[config.mk]
export PLATFORM = sky130hd
export DESIGN_NAME = bpc_scheduler
export DESIGN_NICKNAME = d
export VERILOG_FILES = /design/src/rtl/bpc_pkg.sv /design/src/rtl/bpc_scheduler_popcount_pipe.sv /design/src/rtl/bpc_scheduler.sv
export SDC_FILE = /design/constraint.sdc
export NUM_CORES = 1
export LEC_CHECK = 0
export BUFFER_PORTS_ARGS = -buffer_cell sky130_fd_sc_hd__buf_2
export CORE_MARGIN = 2
export CORE_UTILIZATION = 48
export CTS_BUF_LIST = sky130_fd_sc_hd__clkbuf_8
export DETAILED_ROUTE_END_ITERATION = 7
export GPL_TIMING_DRIVEN = 0
export PLACE_DENSITY = 0.89
export SKIP_CTS_REPAIR_TIMING = 1
export SYNTH_ARGS = -nofsm -noshare
export SYNTH_HDL_FRONTEND = slang
export SYNTH_SLANG_ARGS = --single-unit
[constraint.sdc]
create_clock -name clk_i -period 2.94 [get_ports clk_i]
set_input_delay 0.882 -clock clk_i [delete_from_list [all_inputs] [get_ports clk_i]]
set_output_delay 0.882 -clock clk_i [all_outputs]
set_load 0.02 [all_outputs]
[src/rtl/bpc_pkg.sv]
// Shared sizing helpers for the popcount scheduler: result width, pipeline latency,
// requester tag width and the number of 4-bit windows in the adder tree.
package bpc_pkg;

  function automatic int cnt_w(input int width);
    return $clog2(width + 1);
  endfunction

  function automatic int lat(input int width);
    return $clog2((2 ** $clog2(width)) / 4) + 1;
  endfunction

  function automatic int tag_w(input int n_req);
    return (n_req > 1) ? $clog2(n_req) : 1;
  endfunction

  // Word is zero-padded to a power of two and split into 4-bit windows.
  function automatic int n_win(input int width);
    int p;
    p = 2 ** $clog2(width);
    return (p >= 4) ? p / 4 : 1;
  endfunction

endpackage

[src/rtl/bpc_scheduler_popcount_pipe.sv]
// Popcount pipeline: input register, 4-bit window counts, then a registered binary
// adder tree; valid and tag ride alongside so results emerge lat(WIDTH) cycles later.
module popcount_pipe
  import bpc_pkg::*;
#(
  parameter int WIDTH = 24,
  parameter int TAG_W = 2
) (
  input  logic                    clk_i,
  input  logic                    arst_ni,
  input  logic                    issue_valid,
  input  logic [TAG_W-1:0]        issue_tag,
  input  logic [WIDTH-1:0]        issue_data,
  output logic                    done_valid,
  output logic [TAG_W-1:0]        done_tag,
  output logic [cnt_w(WIDTH)-1:0] done_cnt
);

  localparam int CW  = cnt_w(WIDTH);
  localparam int LAT = lat(WIDTH);
  localparam int NW  = n_win(WIDTH);
  localparam int PW  = 4 * NW;

  logic [PW-1:0]    data_q;
  logic [CW-1:0]    leaf [NW];
  logic [LAT-1:0]   vld_q;
  logic [TAG_W-1:0] tag_q [LAT];

  // Data path is deliberately left without reset; only valid/tag are cleared.
  always_ff @(posedge clk_i) begin
    data_q <= PW'(issue_data);
  end

  always_comb begin
    for (int w = 0; w < NW; w++) begin
      leaf[w] = '0;
      for (int b = 0; b < 4; b++) begin
        leaf[w] = leaf[w] + CW'(data_q[4*w+b]);
      end
    end
  end

  if (NW == 1) begin : g_flat
    assign done_cnt = leaf[0];
  end else begin : g_tree
    // Heap-ordered tree: node i sums nodes 2i+1 and 2i+2; leaves sit at NW-1 upward.
    logic [CW-1:0] node_q [NW-1];
    logic [CW-1:0] tree   [2*NW-1];

    always_comb begin
      for (int i = 0; i < NW - 1; i++) tree[i] = node_q[i];
      for (int w = 0; w < NW; w++) tree[NW-1+w] = leaf[w];
    end

    always_ff @(posedge clk_i) begin
      for (int i = 0; i < NW - 1; i++) begin
        node_q[i] <= tree[2*i+1] + tree[2*i+2];
      end
    end

    assign done_cnt = node_q[0];
  end

  always_ff @(posedge clk_i or negedge arst_ni) begin
    if (!arst_ni) begin
      vld_q <= '0;
      for (int i = 0; i < LAT; i++) tag_q[i] <= '0;
    end else begin
      vld_q[0] <= issue_valid;
      tag_q[0] <= issue_tag;
      for (int i = 1; i < LAT; i++) begin
        vld_q[i] <= vld_q[i-1];
        tag_q[i] <= tag_q[i-1];
      end
    end
  end

  assign done_valid = vld_q[LAT-1];
  assign done_tag   = tag_q[LAT-1];

endmodule

[src/rtl/bpc_scheduler.sv]
// Round-robin scheduler feeding a shared popcount pipeline; tracks per-requester
// in-flight counts and routes each result back to the requester that issued it.
module bpc_scheduler
  import bpc_pkg::*;
#(
  parameter int WIDTH     = 24,
  parameter int N_REQ     = 4,
  parameter int MAX_OUTST = 2
) (
  input  logic                              clk_i,
  input  logic                              arst_ni,
  input  logic [N_REQ-1:0][WIDTH-1:0]       req_data_i,
  input  logic [N_REQ-1:0]                  req_valid_i,
  output logic [N_REQ-1:0]                  req_ready_o,
  input  logic [N_REQ-1:0]                  req_en_i,
  output logic [N_REQ-1:0]                  rsp_valid_o,
  output logic [cnt_w(WIDTH)-1:0]           rsp_cnt_o,
  output logic                              busy_o
);

  localparam int CW = cnt_w(WIDTH);
  localparam int TW = tag_w(N_REQ);
  localparam int OW = $clog2(MAX_OUTST + 1);

  logic [TW-1:0]    rr_ptr;
  logic [OW-1:0]    outst [N_REQ];
  logic [N_REQ-1:0] elig;
  logic [N_REQ-1:0] grant;
  logic [N_REQ-1:0] done;
  logic             gnt_any;
  logic [TW-1:0]    gnt_idx;
  logic             hi_any;
  logic             lo_any;
  logic [TW-1:0]    hi_idx;
  logic [TW-1:0]    lo_idx;
  logic             done_valid;
  logic [TW-1:0]    done_tag;
  logic [CW-1:0]    done_cnt;

  assign done = done_valid ? (N_REQ'(1) << done_tag) : '0;

  // A slot freed by a response in this same cycle may be reused immediately.
  always_comb begin
    for (int i = 0; i < N_REQ; i++) begin
      elig[i] = arst_ni & req_valid_i[i] & req_en_i[i] &
                ((outst[i] < OW'(MAX_OUTST)) | done[i]);
    end
  end

  // Lowest eligible index above the pointer wins; otherwise wrap to the lowest overall.
  always_comb begin
    hi_any = 1'b0;
    lo_any = 1'b0;
    hi_idx = '0;
    lo_idx = '0;
    for (int i = N_REQ - 1; i >= 0; i--) begin
      if (elig[i]) begin
        if (TW'(i) > rr_ptr) begin
          hi_any = 1'b1;
          hi_idx = TW'(i);
        end else begin
          lo_any = 1'b1;
          lo_idx = TW'(i);
        end
      end
    end
    gnt_any = hi_any | lo_any;
    gnt_idx = hi_any ? hi_idx : lo_idx;
    grant   = gnt_any ? (N_REQ'(1) << gnt_idx) : '0;
  end

  assign req_ready_o = grant;

  always_ff @(posedge clk_i or negedge arst_ni) begin
    if (!arst_ni) begin
      rr_ptr <= TW'(N_REQ - 1);
      for (int i = 0; i < N_REQ; i++) outst[i] <= '0;
    end else begin
      if (gnt_any) rr_ptr <= gnt_idx;
      for (int i = 0; i < N_REQ; i++) begin
        if (grant[i] && !done[i]) begin
          outst[i] <= outst[i] + OW'(1);
        end else if (!grant[i] && done[i]) begin
          outst[i] <= outst[i] - OW'(1);
        end
      end
    end
  end

  always_comb begin
    busy_o = 1'b0;
    for (int i = 0; i < N_REQ; i++) busy_o = busy_o | (outst[i] != '0);
  end

  popcount_pipe #(
    .WIDTH (WIDTH),
    .TAG_W (TW)
  ) u_pipe (
    .clk_i       (clk_i),
    .arst_ni     (arst_ni),
    .issue_valid (gnt_any),
    .issue_tag   (gnt_idx),
    .issue_data  (req_data_i[gnt_idx]),
    .done_valid  (done_valid),
    .done_tag    (done_tag),
    .done_cnt    (done_cnt)
  );

  assign rsp_valid_o = done;
  assign rsp_cnt_o   = done_valid ? done_cnt : '0;

endmodule
==> impl_metrics.tcl <==
set metrics [dict create \
    seq_power_share 0.356 \
    clockBufferDepth 2 \
    ant_nets 0 \
    core_area_um2 7807 \
    violations "setup timing" \
    grt_start_max_net_pins 27 \
    drive_gt1_frac 0.3961 \
    skew_ns 0.01757 \
    synth-edff-count 0 \
    numCtsBuffers 9 \
    report.final.hold_viol_count 0 \
    nets 716 \
    intPower_w 0.002828 \
    finalPower_w 0.004715 \
    antenna_found_initial 0 \
    clkPwrFrac 0.172 \
    critPathSlowestCell "or3b_4" \
    setup_violations 4 \
    synth_warnings 0 \
    setup_tns_ns -0.4961 \
    cp-end-kind "output pin" \
    max_stage_delay_ns 0.47 \
    first_global_vias 3413 \
    critPathKind "reg2out" \
    ir_worst_vdd_uv 469.3 \
    crit_required_ns 2.06 \
    initial_core_util 0.5022 \
    routed_wl_um 12470 \
    layout_min_cycle_time_ns 3.133 \
    post-place-ws_ns -1.043 \
    dr.first_iter.drc_count 263 \
    cp-start-kind "register" \
    io_buffers 119 \
    cts_tree "built" \
    max-cap-violations 0 \
    seq_area_frac_synth 0.3963 \
    synthFlopType "dfxtp_1" \
    critPathMostFrequentCell "buf_6" \
    syn-num-nets 543 \
    syn_area_um2 3921 \
    root_buffer "clkbuf_8" \
    synth_cells 390 \
    p_sw_w 0.001887 \
    gp_congestion 0.8415 \
    rsz0062_at_grt "yes" \
    insertion_delay_ns 0.37 \
    min_path_type "in2async" \
    dieArea_um2 8909 \
    avgSynthCellArea_um2 10.05 \
    tightest_slew_ns 0.5375 \
    crit_chain "or3b_4 > a211oi_4 > nor4b_4 > buf_6 > or2_4 > buf_6" \
    critical_path.max_fanout 5 \
    layout_common_cells "buf_2 (116), inv_1 (74), dfxtp_1 (50), buf_4 (40), ha_1 (33)" \
    final_common_cell "buf_2" \
    diodes 0 \
    grt-ovfl-total 0 \
    vias 3729 \
    clkSlewWorstSetupHoldPaths_ns 0.09 \
    netSwitchingFraction 0.4001 \
    fin_util 0.6896 \
    status "complete, but fails checks" \
    via_per_inst 5.566 \
    synthArstFlopShare 0.3056 \
    fin_ws_ns -0.1934 \
    slew_headroom 0.6416 \
    pwr_density_cell_nw_per_um2 875.7 \
    track_usage 0.2253 \
    chipHeight_um 94.39 \
    slew_violations 0 \
    num_io_pins 120 \
    drtPass1Iterations 6 \
    cts.htree.levels 3 \
    drc 0 \
    fp.dieW_um 94.39 \
    ys_seq_elements 72 \
    fin_crit_sh 1.066 \
    place_hpwl_um 7534 \
    num_rows 32 \
    wl_per_cell_um 18.61 \
    clock_sinks 72 \
    grt_pass1_wl_um 15280 \
    fmax_mhz 319.1 \
    leakagePower_nw 2.734 \
    arrival_ns 2.25 \
    combinationalPowerShare 0.471 \
    area_delta_synth_final_pct 37.30 \
    synthDistinctLibCells 44 \
]
metal layers:
layer | wire [µm] | vias to the layer above | GRT usage | share of wire
li1 | - | 1656 | - | -
met1 | 4475 | 1778 | 0.2519 | 0.36
met2 | 6313 | 222 | 0.4077 | 0.51
met3 | 949 | 73 | 0.04469 | 0.076
met4 | 731 | 0 | 0.1111 | 0.059
met5 | 0 | - | 0 | 0
power groups by stage:
stage,Combinational [W],Sequential (W),Clock (W)
floorplan,0.00145,0.00158,0
global placement,0.00178,0.00163,0
detailed placement,0.00195,0.00165,0
CTS,0.00196,0.00163,0.000793
global route,0.00248,0.00171,0.000842
finish,0.00222,0.00168,0.000813
state kept, by name, summed over array words and instances, names as in the netlist:
name                  count
u_pipe.vld_q              4
u_pipe.done_tag           2
u_pipe.tag_q              6
u_pipe.data_q            24
rr_ptr                    2
u_pipe.g_tree.node_q     26
outst                     8
area by class of cell:
type | count | area (µm²)
well taps | 102 | 127.6
flip-flops and latches | 72 | 1556
clock inverters | 6 | 60.06
fillers | 500 | 2424
clock buffers | 10 | 137.6
repair buffers | 163 | 1002
multi-input cells | 230 | 2118
plain buffers | 12 | 97.59
inverters | 75 | 284.0
critical path: cells and delay by family, from the launching register on:
| family | cells | cell delay, ns |
|---|---|---|
| compound gates | 1 | 0.36 |
| simple gates | 3 | 0.82 |
| flops | 1 | 0.44 |
| buf+inv | 2 | 0.27 |
cells in the mapped netlist (3+ instances only):
cell type	count	share of area
xnor2_1	9	0.020
dfxtp_1	50	0.26
nor2_1	7	0.0067
o21bai_1	3	0.0057
nand2_1	25	0.024
a21o_1	4	0.0077
nand3_1	5	0.0064
clkbuf_1	6	0.0057
a21oi_2	3	0.0067
inv_1	74	0.071
and2_1	6	0.0096
buf_6	5	0.014
ha_1	33	0.11
a21oi_1	8	0.010
xor2_1	11	0.025
o2111ai_1	16	0.036
fa_1	14	0.071
o21ai_1	20	0.026
nor4_1	3	0.0048
nor2b_1	3	0.0048
o21ai_0	30	0.038
dfrtp_1	20	0.13
o2111ai_2	9	0.034
worst paths after layout:
path / startpoint / end / slack (ns) / cells past startpoint
hold / removal: arst_ni / u_pipe.tag_q[6] / 0.32 / 1
min in group clk_i: u_pipe.g_tree.node_q[5][3] / u_pipe.g_tree.node_q[2][3] / 0.34 / 0
max in group asynchronous: arst_ni / rr_ptr[0] / 2.26 / 2
hold reg to reg: u_pipe.g_tree.node_q[5][3] / u_pipe.g_tree.node_q[2][3] / 0.34 / 0
setup reg to reg: u_pipe.data_q[0] / u_pipe.g_tree.node_q[3][2] / 0.30 / 9
setup / recovery: u_pipe.vld_q[3] / req_ready_o[3] / -0.19 / 6
per-stage QoR:
step	hold slack, ns	std cells	instance area, µm²
3_5_place_dp	0.3121	611	4682
2_1_floorplan	0.3096	390	3959
4_1_cts	0.3300	627	4880
5_1_grt	0.3148	670	5384
6_report	0.3238	670	5384
3_3_place_gp	0.3139	611	4682
kinds of logic (layout without fill, tap and decap cells):
kind of cell / Yosys count / count (layout) / share of synthesized area
xor+xnor: 20 / 20 / 0.04467
compound gates: 105 / 105 / 0.2080
flops: 72 / 72 / 0.3963
fa+ha+maj: 47 / 47 / 0.1768
simple gates: 58 / 58 / 0.07977
buf+inv: 88 / 266 / 0.09445
(Power assumes the default switching activity.)
